[src/rtl/coherence_bus_ctrl_if.sv]
// Signal bundle between two caches, the coherence bus controller and RAM.
// Packed [1:0] / [1:0][31:0] fields are indexed by CPU id.
interface coherence_bus_ctrl_if;
   logic [1:0]       iREN;
   logic [1:0]       dREN;
   logic [1:0]       dWEN;
   logic [1:0][31:0] iaddr;
   logic [1:0][31:0] daddr;
   logic [1:0][31:0] dstore;
   logic [1:0]       ccwrite;
   logic [1:0]       cctrans;
   logic [31:0]      ramload;
   logic [1:0]       ramstate;
   logic [1:0]       iwait;
   logic [1:0]       dwait;
   logic [1:0][31:0] iload;
   logic [1:0][31:0] dload;
   logic [31:0]      ramaddr;
   logic [31:0]      ramstore;
   logic             ramREN;
   logic             ramWEN;
   logic [1:0]       ccwait;
   logic [1:0]       ccinv;
   logic [1:0][31:0] ccsnoopaddr;

   modport slave (
      input  iREN, dREN, dWEN, iaddr, daddr, dstore, ccwrite, cctrans, ramload, ramstate,
      output iwait, dwait, iload, dload, ramaddr, ramstore, ramREN, ramWEN, ccwait, ccinv,
             ccsnoopaddr
   );

   modport master (
      output iREN, dREN, dWEN, iaddr, daddr, dstore, ccwrite, cctrans, ramload, ramstate,
      input  iwait, dwait, iload, dload, ramaddr, ramstore, ramREN, ramWEN, ccwait, ccinv,
             ccsnoopaddr
   );
endinterface

[src/rtl/coherence_bus_ctrl.sv]
// Two-CPU snooping coherence bus controller: arbitrates cache requests onto one RAM port,
// one transaction at a time, with cache-to-cache supply on snoop hits.
module coherence_bus_ctrl #(
   parameter int unsigned CPUS = 2
) (
   input logic                 CLK,
   input logic                 RST,
   coherence_bus_ctrl_if.slave bus_io
);

   if (CPUS != 2) begin : g_bad_cpus
      $error("coherence_bus_ctrl supports CPUS == 2 only");
   end

   typedef enum logic [2:0] {
      StIdle,
      StWb,
      StSnoop,
      StSupply,
      StLoad,
      StInv,
      StIfetch
   } state_e;

   localparam logic [1:0] RamAccess = 2'd2;

   state_e state_q;
   logic   dptr_q;
   logic   iptr_q;
   logic   req_q;
   logic   oth;
   logic   access;
   logic [1:0] upgrade;

   assign oth     = ~req_q;
   assign access  = (bus_io.ramstate == RamAccess);
   // Upgrades only count when the cache intends to write and is not also reading.
   assign upgrade = bus_io.cctrans & bus_io.ccwrite & ~bus_io.dREN;

   function automatic logic pick(logic [1:0] want, logic ptr);
      return want[ptr] ? ptr : ~ptr;
   endfunction

   always_ff @(posedge CLK or posedge RST) begin
      if (RST) begin
         state_q <= StIdle;
         dptr_q  <= 1'b0;
         iptr_q  <= 1'b0;
         req_q   <= 1'b0;
      end else begin
         unique case (state_q)
            StIdle: begin
               if (|bus_io.dWEN) begin
                  req_q   <= pick(bus_io.dWEN, dptr_q);
                  state_q <= StWb;
               end else if (|bus_io.dREN) begin
                  req_q   <= pick(bus_io.dREN, dptr_q);
                  state_q <= StSnoop;
               end else if (|upgrade) begin
                  req_q   <= pick(upgrade, dptr_q);
                  state_q <= StInv;
               end else if (|bus_io.iREN) begin
                  req_q   <= pick(bus_io.iREN, iptr_q);
                  state_q <= StIfetch;
               end
            end
            StSnoop: state_q <= bus_io.dWEN[oth] ? StSupply : StLoad;
            StWb, StSupply, StLoad: begin
               if (access) begin
                  dptr_q  <= oth;
                  state_q <= StIdle;
               end
            end
            StInv: begin
               dptr_q  <= oth;
               state_q <= StIdle;
            end
            StIfetch: begin
               if (access) begin
                  iptr_q  <= oth;
                  state_q <= StIdle;
               end
            end
            default: state_q <= StIdle;
         endcase
      end
   end

   logic [1:0]       iwait;
   logic [1:0]       dwait;
   logic [1:0][31:0] iload;
   logic [1:0][31:0] dload;
   logic [31:0]      ramaddr;
   logic [31:0]      ramstore;
   logic             ramREN;
   logic             ramWEN;
   logic [1:0]       ccwait;
   logic [1:0]       ccinv;
   logic [1:0][31:0] ccsnoopaddr;

   // Completion handshakes follow ramstate combinationally so a transfer retires on ACCESS.
   always_comb begin
      iwait       = 2'b11;
      dwait       = 2'b11;
      iload       = '0;
      dload       = '0;
      ramaddr     = '0;
      ramstore    = '0;
      ramREN      = 1'b0;
      ramWEN      = 1'b0;
      ccwait      = '0;
      ccinv       = '0;
      ccsnoopaddr = '0;
      unique case (state_q)
         StWb: begin
            ramWEN   = 1'b1;
            ramaddr  = bus_io.daddr[req_q];
            ramstore = bus_io.dstore[req_q];
            if (access) dwait[req_q] = 1'b0;
         end
         StSnoop: begin
            ccwait[oth]      = 1'b1;
            ccsnoopaddr[oth] = bus_io.daddr[req_q];
            ccinv[oth]       = bus_io.ccwrite[req_q];
         end
         StSupply: begin
            ccwait[oth]      = 1'b1;
            ccsnoopaddr[oth] = bus_io.daddr[req_q];
            ramWEN           = 1'b1;
            ramaddr          = bus_io.daddr[oth];
            ramstore         = bus_io.dstore[oth];
            dload[req_q]     = bus_io.dstore[oth];
            if (access) begin
               dwait[req_q] = 1'b0;
               dwait[oth]   = 1'b0;
            end
         end
         StLoad: begin
            ramREN       = 1'b1;
            ramaddr      = bus_io.daddr[req_q];
            dload[req_q] = bus_io.ramload;
            if (access) dwait[req_q] = 1'b0;
         end
         StInv: begin
            ccwait[oth]      = 1'b1;
            ccinv[oth]       = 1'b1;
            ccsnoopaddr[oth] = bus_io.daddr[req_q];
            dwait[req_q]     = 1'b0;
         end
         StIfetch: begin
            ramREN       = 1'b1;
            ramaddr      = bus_io.iaddr[req_q];
            iload[req_q] = bus_io.ramload;
            if (access) iwait[req_q] = 1'b0;
         end
         default: ;
      endcase
   end

   assign bus_io.iwait       = iwait;
   assign bus_io.dwait       = dwait;
   assign bus_io.iload       = iload;
   assign bus_io.dload       = dload;
   assign bus_io.ramaddr     = ramaddr;
   assign bus_io.ramstore    = ramstore;
   assign bus_io.ramREN      = ramREN;
   assign bus_io.ramWEN      = ramWEN;
   assign bus_io.ccwait      = ccwait;
   assign bus_io.ccinv       = ccinv;
   assign bus_io.ccsnoopaddr = ccsnoopaddr;

endmodule

[src/flat_wrapper.sv]
// flat-port wrapper written by rule: the top's interface ports become plain ports
module coherence_bus_ctrl_flat 
#(
   parameter int unsigned CPUS = 2
)
  (CLK, RST, bus_io_iREN, bus_io_dREN, bus_io_dWEN, bus_io_iaddr, bus_io_daddr, bus_io_dstore, bus_io_ccwrite, bus_io_cctrans, bus_io_ramload, bus_io_ramstate, bus_io_iwait, bus_io_dwait, bus_io_iload, bus_io_dload, bus_io_ramaddr, bus_io_ramstore, bus_io_ramREN, bus_io_ramWEN, bus_io_ccwait, bus_io_ccinv, bus_io_ccsnoopaddr);
  coherence_bus_ctrl_if bus_io_i ();
  input logic CLK;
  input logic RST;
  input wire logic [$bits(bus_io_i.iREN)-1:0] bus_io_iREN;
  input wire logic [$bits(bus_io_i.dREN)-1:0] bus_io_dREN;
  input wire logic [$bits(bus_io_i.dWEN)-1:0] bus_io_dWEN;
  input wire logic [$bits(bus_io_i.iaddr)-1:0] bus_io_iaddr;
  input wire logic [$bits(bus_io_i.daddr)-1:0] bus_io_daddr;
  input wire logic [$bits(bus_io_i.dstore)-1:0] bus_io_dstore;
  input wire logic [$bits(bus_io_i.ccwrite)-1:0] bus_io_ccwrite;
  input wire logic [$bits(bus_io_i.cctrans)-1:0] bus_io_cctrans;
  input wire logic [$bits(bus_io_i.ramload)-1:0] bus_io_ramload;
  input wire logic [$bits(bus_io_i.ramstate)-1:0] bus_io_ramstate;
  output wire logic [$bits(bus_io_i.iwait)-1:0] bus_io_iwait;
  output wire logic [$bits(bus_io_i.dwait)-1:0] bus_io_dwait;
  output wire logic [$bits(bus_io_i.iload)-1:0] bus_io_iload;
  output wire logic [$bits(bus_io_i.dload)-1:0] bus_io_dload;
  output wire logic [$bits(bus_io_i.ramaddr)-1:0] bus_io_ramaddr;
  output wire logic [$bits(bus_io_i.ramstore)-1:0] bus_io_ramstore;
  output wire logic [$bits(bus_io_i.ramREN)-1:0] bus_io_ramREN;
  output wire logic [$bits(bus_io_i.ramWEN)-1:0] bus_io_ramWEN;
  output wire logic [$bits(bus_io_i.ccwait)-1:0] bus_io_ccwait;
  output wire logic [$bits(bus_io_i.ccinv)-1:0] bus_io_ccinv;
  output wire logic [$bits(bus_io_i.ccsnoopaddr)-1:0] bus_io_ccsnoopaddr;
  assign bus_io_i.iREN = bus_io_iREN;
  assign bus_io_i.dREN = bus_io_dREN;
  assign bus_io_i.dWEN = bus_io_dWEN;
  assign bus_io_i.iaddr = bus_io_iaddr;
  assign bus_io_i.daddr = bus_io_daddr;
  assign bus_io_i.dstore = bus_io_dstore;
  assign bus_io_i.ccwrite = bus_io_ccwrite;
  assign bus_io_i.cctrans = bus_io_cctrans;
  assign bus_io_i.ramload = bus_io_ramload;
  assign bus_io_i.ramstate = bus_io_ramstate;
  assign bus_io_iwait = bus_io_i.iwait;
  assign bus_io_dwait = bus_io_i.dwait;
  assign bus_io_iload = bus_io_i.iload;
  assign bus_io_dload = bus_io_i.dload;
  assign bus_io_ramaddr = bus_io_i.ramaddr;
  assign bus_io_ramstore = bus_io_i.ramstore;
  assign bus_io_ramREN = bus_io_i.ramREN;
  assign bus_io_ramWEN = bus_io_i.ramWEN;
  assign bus_io_ccwait = bus_io_i.ccwait;
  assign bus_io_ccinv = bus_io_i.ccinv;
  assign bus_io_ccsnoopaddr = bus_io_i.ccsnoopaddr;
  coherence_bus_ctrl #(.CPUS(CPUS)) u_core (.CLK(CLK), .RST(RST), .bus_io(bus_io_i));
endmodule
[config.mk]
export PLATFORM = sky130hd
export DESIGN_NAME = coherence_bus_ctrl_flat
export DESIGN_NICKNAME = d
export VERILOG_FILES = /design/src/rtl/coherence_bus_ctrl_if.sv /design/src/rtl/coherence_bus_ctrl.sv /design/src/flat_wrapper.sv
export SDC_FILE = /design/constraint.sdc
export NUM_CORES = 1
export LEC_CHECK = 0
export ABC_AREA = 1
export BUFFER_PORTS_ARGS = -buffer_cell sky130_fd_sc_hd__buf_2
export CAP_MARGIN = 20
export CELL_PAD_IN_SITES_DETAIL_PLACEMENT = 0
export CELL_PAD_IN_SITES_GLOBAL_PLACEMENT = 1
export CORE_AREA = 2 2 196 198
export DETAILED_ROUTE_END_ITERATION = 16
export DIE_AREA = 0 0 198 200
export GPL_TIMING_DRIVEN = 0
export HOLD_SLACK_MARGIN = 0.03
export PLACE_DENSITY_LB_ADDON = 0.1
export SLEW_MARGIN = 20
export SYNTH_ARGS = -nofsm -noshare
export SYNTH_HDL_FRONTEND = slang
export SYNTH_SLANG_ARGS = --single-unit
[constraint.sdc]
create_clock -name CLK -period 2.35 [get_ports CLK]
set_clock_uncertainty 0.15 [all_clocks]
set_input_delay 0.235 -clock CLK [delete_from_list [all_inputs] [get_ports CLK]]
set_output_delay 0.235 -clock CLK [all_outputs]
set_load 0.005 [all_outputs]
# After elaboration in Yosys (flattened, before gate mapping)
# Cells that the tools add are included.
# op_classes
n_lt_le_gt_ge	6
eq_ne	10
n_mux	60
bitwise_logic	13
n_reduce_logical	19
# ops
cell	n
32-bit 2-to-1 mux	12
64-bit AND	3
64-bit 2-to-1 mux	2
64-bit one-hot mux with 2 select lines	1
32-bit one-hot mux with 3 select lines	1
32-bit demux with 1-bit select	2
32-bit one-hot mux with 2 select lines	1
1-bit 2-to-1 mux	25
3-bit 2-to-1 mux	6
2-bit OR reduction	7
3-bit == test (second input constant)	3
3-bit one-hot mux with 3 select lines	1
2-bit AND	4
1-bit by 2-bit < comparator with 1-bit output (second input constant)	4
2-bit 2-to-1 mux	4
2-bit AND reduction	4
3-bit by 2-bit == test with 1-bit output (second input constant)	2
2-bit NOT	3
2-bit one-hot mux with 3 select lines	1
3-bit OR reduction	2
5-bit by 1-bit != test with 1-bit output (second input constant)	1
2-bit by 1-bit != test with 1-bit output (second input constant)	2
2-bit one-hot mux with 2 select lines	1
4-bit nonzero test	1
10 further kinds	15
# totals
ff_bits	6
input_bits	238
out_inout_bits	266
word_cells	112

# Logic depth before layout (Yosys ltp)
# logic_depth
ltp_word	9
mapped_depth	9
ltp_nobuf	8

# Least setup slack after synthesis
# No wires, ideal clock.
# synth_path
path_kind	register -> output
start	reg u_core.req_q
end	out bus_io_ramstore[1]
t_arrival_ns	1.344
t_required_ns	1.965
path_slack_ns	0.621
path_stages_with_launch	8
path_buffers	3
path_cell_list	dfrtp_1 -> clkbuf_1 -> inv_2 -> buf_2 -> clkbuf_1 -> nand2_1 -> o211ai_1 -> o221ai_1
# synth_via
elab_chain_len	3
elab_cells_between_ends	5
cone_classes	mux (5)
# synth_lines
element	line	text
start: declaration	coherence_bus_ctrl.sv:30	logic req_q;
start signal: assignment	coherence_bus_ctrl.sv:54	req_q <= pick(bus_io.dWEN, dptr_q);
start signal: assignment	coherence_bus_ctrl.sv:57	req_q <= pick(bus_io.dREN, dptr_q);
start signal: assignment	coherence_bus_ctrl.sv:60	req_q <= pick(upgrade, dptr_q);
32-bit 2-to-1 mux, on equally long branches (2 in a row)	coherence_bus_ctrl.sv:131, coherence_bus_ctrl.sv:118	
32-bit one-hot mux with 2 select lines *	coherence_bus_ctrl.sv:114	unique case (state_q)
end: declaration	flat_wrapper.sv:25	output wire logic [$bits(bus_io_i.ramstore)-1:0] bus_io_ramstore;
# Mark *: on every way between the ends. The rest lies on a longest branch, timed or not. The select of a mux whose other input is x is not followed.

# Worst setup path after layout
# layout_path
start	reg u_core.req_q
end	out bus_io_ramaddr[18]
# layout_via
elab_chain_len	3
elab_cells_between_ends	7
cone_classes	mux (7)
# layout_lines
element	line	text
32-bit 2-to-1 mux, on equally long branches (2 in a row)	--	
32-bit one-hot mux with 3 select lines *	coherence_bus_ctrl.sv:114	
end: declaration	flat_wrapper.sv:24	output wire logic [$bits(bus_io_i.ramaddr)-1:0] bus_io_ramaddr;
# Marked as above.

==> flow_results.org <==
** Run status
- The run finished with clean final reports.

** Power and ir drop
- Worst supply voltage drop on vdd :: around 0.38 mV
- Total power per unit cell area :: 833 mW/mm²
- For this design the static power due to leakage is 4.80 nW.
- The design draws 0.00683 W.

** Cells and area
- Fill cell total of the finished layout :: 4583
- Post-synthesis to final-layout area growth :: 81.1%
- Post-layout net count :: 1653
- Fraction of layout cells with a size suffix above 1 :: around 45%
- The multi-input combinational cells in the finished layout cover a total of 0.00361 mm².
- Leaving out fill and tap cells, the most frequent cell in the layout is sky130_fd_sc_hd__buf_2.
- After the flow finishes, the layout carries non-filler instances totaling 1928.
- In the final layout, flip-flops and latches occupy 154 µm².
- Commonest cells after routing, fill and taps aside :: sky130_fd_sc_hd__buf_2, sky130_fd_sc_hd__nand2_1, sky130_fd_sc_hd__inv_1

** STA
- Setup repair after global routing missed its margin :: false
- Least-Margin Pin Slew :: 0.616 ns
- On the final layout, the worst hold slack is about 0.18 ns.
- Final worst-path setup slack :: 0.0550 ns
- Final max-slew violation count :: 0
- Summed over all failing endpoints, the final setup total negative slack is 0 ns.
- Fmax achieved :: 0.436 GHz
- The smallest clock period supported by the final layout is computed as 2.29 ns.
- The count of endpoints failing hold in the final timing report came to 0.
- In this run the tightest slew margin relative to its limit is 59.0%.
- Portion of the clock cycle consumed by the worst path in the final layout :: about 100%
- Setup violations remaining at the end of the flow were counted as 0.

** Floorplan
- Std-Cell Core Area :: between 0.03 and 0.04 mm²
- During I/O placement, the number of pins put on the boundary was just over 500.
- Vertical extent of the die :: 200 µm
- The floorplan has 71 rows.
- The die covers 0.0396 mm².
- Effective utilization at floorplan :: 12.1%
- Die width :: 198 µm

** Global routing
- Antenna violations before repair :: 5
- First-pass GRT wire length :: 58900 µm
- The via count of the first global-routing pass came to 8374.
- Tot GR Track Use :: 20.0%
- Grt total ovfl :: 0
- Entering global routing, the biggest net connects 11 pins.

** Flow run
- Max-capacitance violation count :: 0

** Logic synthesis
- Post-synthesis sequential area ratio :: 3.31%
- Largest area contributor in the synthesized netlist :: sky130_fd_sc_hd__nand2_1
- Async SR Flop Fraction :: 100%
- After technology mapping, the gate count stands at 901.
- Flip-flop cell with the highest count after synthesis :: sky130_fd_sc_hd__dfrtp_1
- The synthesized design contains 0 enable-type register cells.
- For this run, the number of Yosys warnings is 0.
- Post-synthesis sequential element count :: 6
- Share of the synthesized area in the top cell type :: 24.0%
- Main area contributors after synthesis :: sky130_fd_sc_hd__nand2_1, sky130_fd_sc_hd__o32ai_1, sky130_fd_sc_hd__inv_1
- Cell variety after synth :: 24
- Number of nets produced by synthesis :: 1139
- In this run the cell area of the synthesized design comes to 0.00453 mm².
- The average instance in the mapped netlist occupies 5.03 µm².

** Critical path
- Worst endpoint data arrival time :: approximately 1.9 ns
- Crit path max fanout :: 10
- Flop-to-flop setup slack :: 0.66 ns
- Setup crit end kind :: output pin
- The worst register-to-register path ends at u_core.state_q[1].
- Counting cells, the worst reg-to-reg path comes to 9.
- Reg2reg start :: u_core.state_q[0]
- The worst setup path is launched from a flip-flop.
- Category of the most critical setup path :: reg2out
- Data on the critical path is required at its endpoint by 1.97 ns.

** Hold path
- The worst hold path was traced through 4 stages.
- Hold EP :: u_core.req_q
- In this run the worst hold path is classified as in2reg.
- Hold Path Origin :: bus_io_dWEN[0]

** Routing
- Number of remaining DRC errors :: 0
- Routed vias :: approximately 8600
- Routed Wire Length :: ~42000 µm
- Via/cell ratio :: 4.43
- The pre-antenna-repair detailed-routing pass consisted of 5 iterations.
- Dividing the detail-routed wire length by the instance count gives 21.9 µm.
- In this run, the number of DRC markers left after iteration 0 of detailed routing was 400.
- Post-route antenna net violation count :: 0

** Clock network
- The clock reaches the later pin of the worst-skew pair after 0.23 ns.
- Clock-pin slew was measured on the worst setup and hold paths at 0.03 ns.
- TritonCTS built the clock tree.
- Clock tree synthesis inserted a total of 3 buffers.
- CTS sink count :: 6
- In this run the number of H-tree levels came out at 1.
- No sink is reached through more buffers than the 2 on the longest clock path.
- Clock Root Buffer :: sky130_fd_sc_hd__clkbuf_16

** Placement
- Minimum setup slack after placement :: -0.535 ns
- During placement, the flow inserted port buffers numbering roughly 500.
- Once placement completed, the tool counted placed cells totaling 1915.
- Once detailed placement completed, the half-perimeter wirelength came to 35200 µm.
- RD Place Congestion :: 0.843
Yosys cell counts (6+ instances only):
| master | n |
|---|---|
| sky130_fd_sc_hd__inv_1 | 141 |
| sky130_fd_sc_hd__inv_2 | 8 |
| sky130_fd_sc_hd__o211ai_1 | 33 |
| sky130_fd_sc_hd__o221ai_1 | 32 |
| sky130_fd_sc_hd__buf_1 | 8 |
| sky130_fd_sc_hd__o2111ai_1 | 32 |
| sky130_fd_sc_hd__o32ai_1 | 64 |
| sky130_fd_sc_hd__dfrtp_1 | 6 |
| sky130_fd_sc_hd__buf_6 | 6 |
| sky130_fd_sc_hd__clkbuf_1 | 46 |
| sky130_fd_sc_hd__nor2_1 | 81 |
| sky130_fd_sc_hd__o21ai_0 | 40 |
| sky130_fd_sc_hd__nand3_1 | 10 |
| sky130_fd_sc_hd__nand2_1 | 290 |
| sky130_fd_sc_hd__a21oi_1 | 6 |
| sky130_fd_sc_hd__buf_2 | 26 |
| sky130_fd_sc_hd__nor3_1 | 64 |
power breakdown:
group | leakage (nW) | switching (W) | total, W | internal [W]
logic | 4.69 | 0.00419 | 0.00635 | 0.00216
registers | 0.0716 | 0.0000583 | 0.000208 | 0.000150
clock network | 0.0370 | 0.0000550 | 0.000273 | 0.000218
timing repair:
| action | in CTS | in global routing |
|---|---|---|
| hold endpoints to repair | 6 | 0 |
| endpoints found under the setup margin | 216 | 143 |
| gates resized for setup | 87 | 53 |
| buffers inserted | 5 | 1 |
| hold buffers | 1 | 0 |
| pin swaps | 1 | 0 |
worst max path at each step:
stage                       from                     end  slack [ns]  depth (start not counted)
2_1_floorplan       u_core.req_q      bus_io_ramstore[1]        0.62                          7
3_3_place_gp        u_core.req_q        bus_io_iload[61]       -0.52                          6
3_5_place_dp        u_core.req_q        bus_io_iload[61]       -0.54                          6
4_1_cts             u_core.req_q        bus_io_dload[11]      0.0003                          5
5_1_grt        u_core.state_q[1]  bus_io_ccsnoopaddr[39]       0.001                          9
6_report            u_core.req_q      bus_io_ramaddr[18]        0.06                          5
per-stage QoR:
| step | cell area, µm² | utilization, % |
|---|---|---|
| 6_report | 8200 | 21.9 |
| 5_1_grt | 8200 | 21.9 |
| 4_1_cts | 8040 | 21.5 |
| 3_5_place_dp | 7690 | 20.6 |
| 3_3_place_gp | 7690 | 20.6 |
| 2_1_floorplan | 4530 | - |
layer usage:
metal / global-route usage [%] / up-vias / wire length [µm]
met4: 2.70 / 2 / 557
met2: 36.6 / 323 / 21300
li1: - / 4110 / -
met5: 0 / - / 13
met3: 2.96 / 26 / 2220
met1: 25.4 / 4089 / 18100
state kept, by name (all words and copies together), names as in the netlist:
signal / cells
u_core.dptr_q: 1
u_core.iptr_q: 1
u_core.req_q: 1
u_core.state_q: 3
worst max-delay path: stages, from the launching register on:
cell and delay [ns]:
sky130_fd_sc_hd__dfrtp_2 0.48, sky130_fd_sc_hd__clkbuf_1 0.51, sky130_fd_sc_hd__o21ai_0 0.20, sky130_fd_sc_hd__nand2_1 0.10, sky130_fd_sc_hd__o2111ai_1 0.19, sky130_fd_sc_hd__buf_2 0.20
logic make-up after synthesis:
logic type | count (synthesis) | synth area share, %
compound gates | 211 | 36.0
flops | 6 | 3.31
buf+inv | 235 | 21.2
simple gates | 449 | 39.5
cell type report:
| cell class | count | share of cell area (%) |
|---|---|---|
| Inverter | 149 | 6.85 |
| Sequential cell | 6 | 1.88 |
| Antenna cell | 4 | 0.122 |
| Multi-Input combinational cell | 660 | 44.1 |
| Clock buffer | 3 | 0.915 |
| Tap cell | 511 | 7.79 |
| Timing Repair Buffer | 510 | 31.5 |
| Buffer | 85 | 6.86 |
Note: power is estimated with default switching activity, not from simulation.
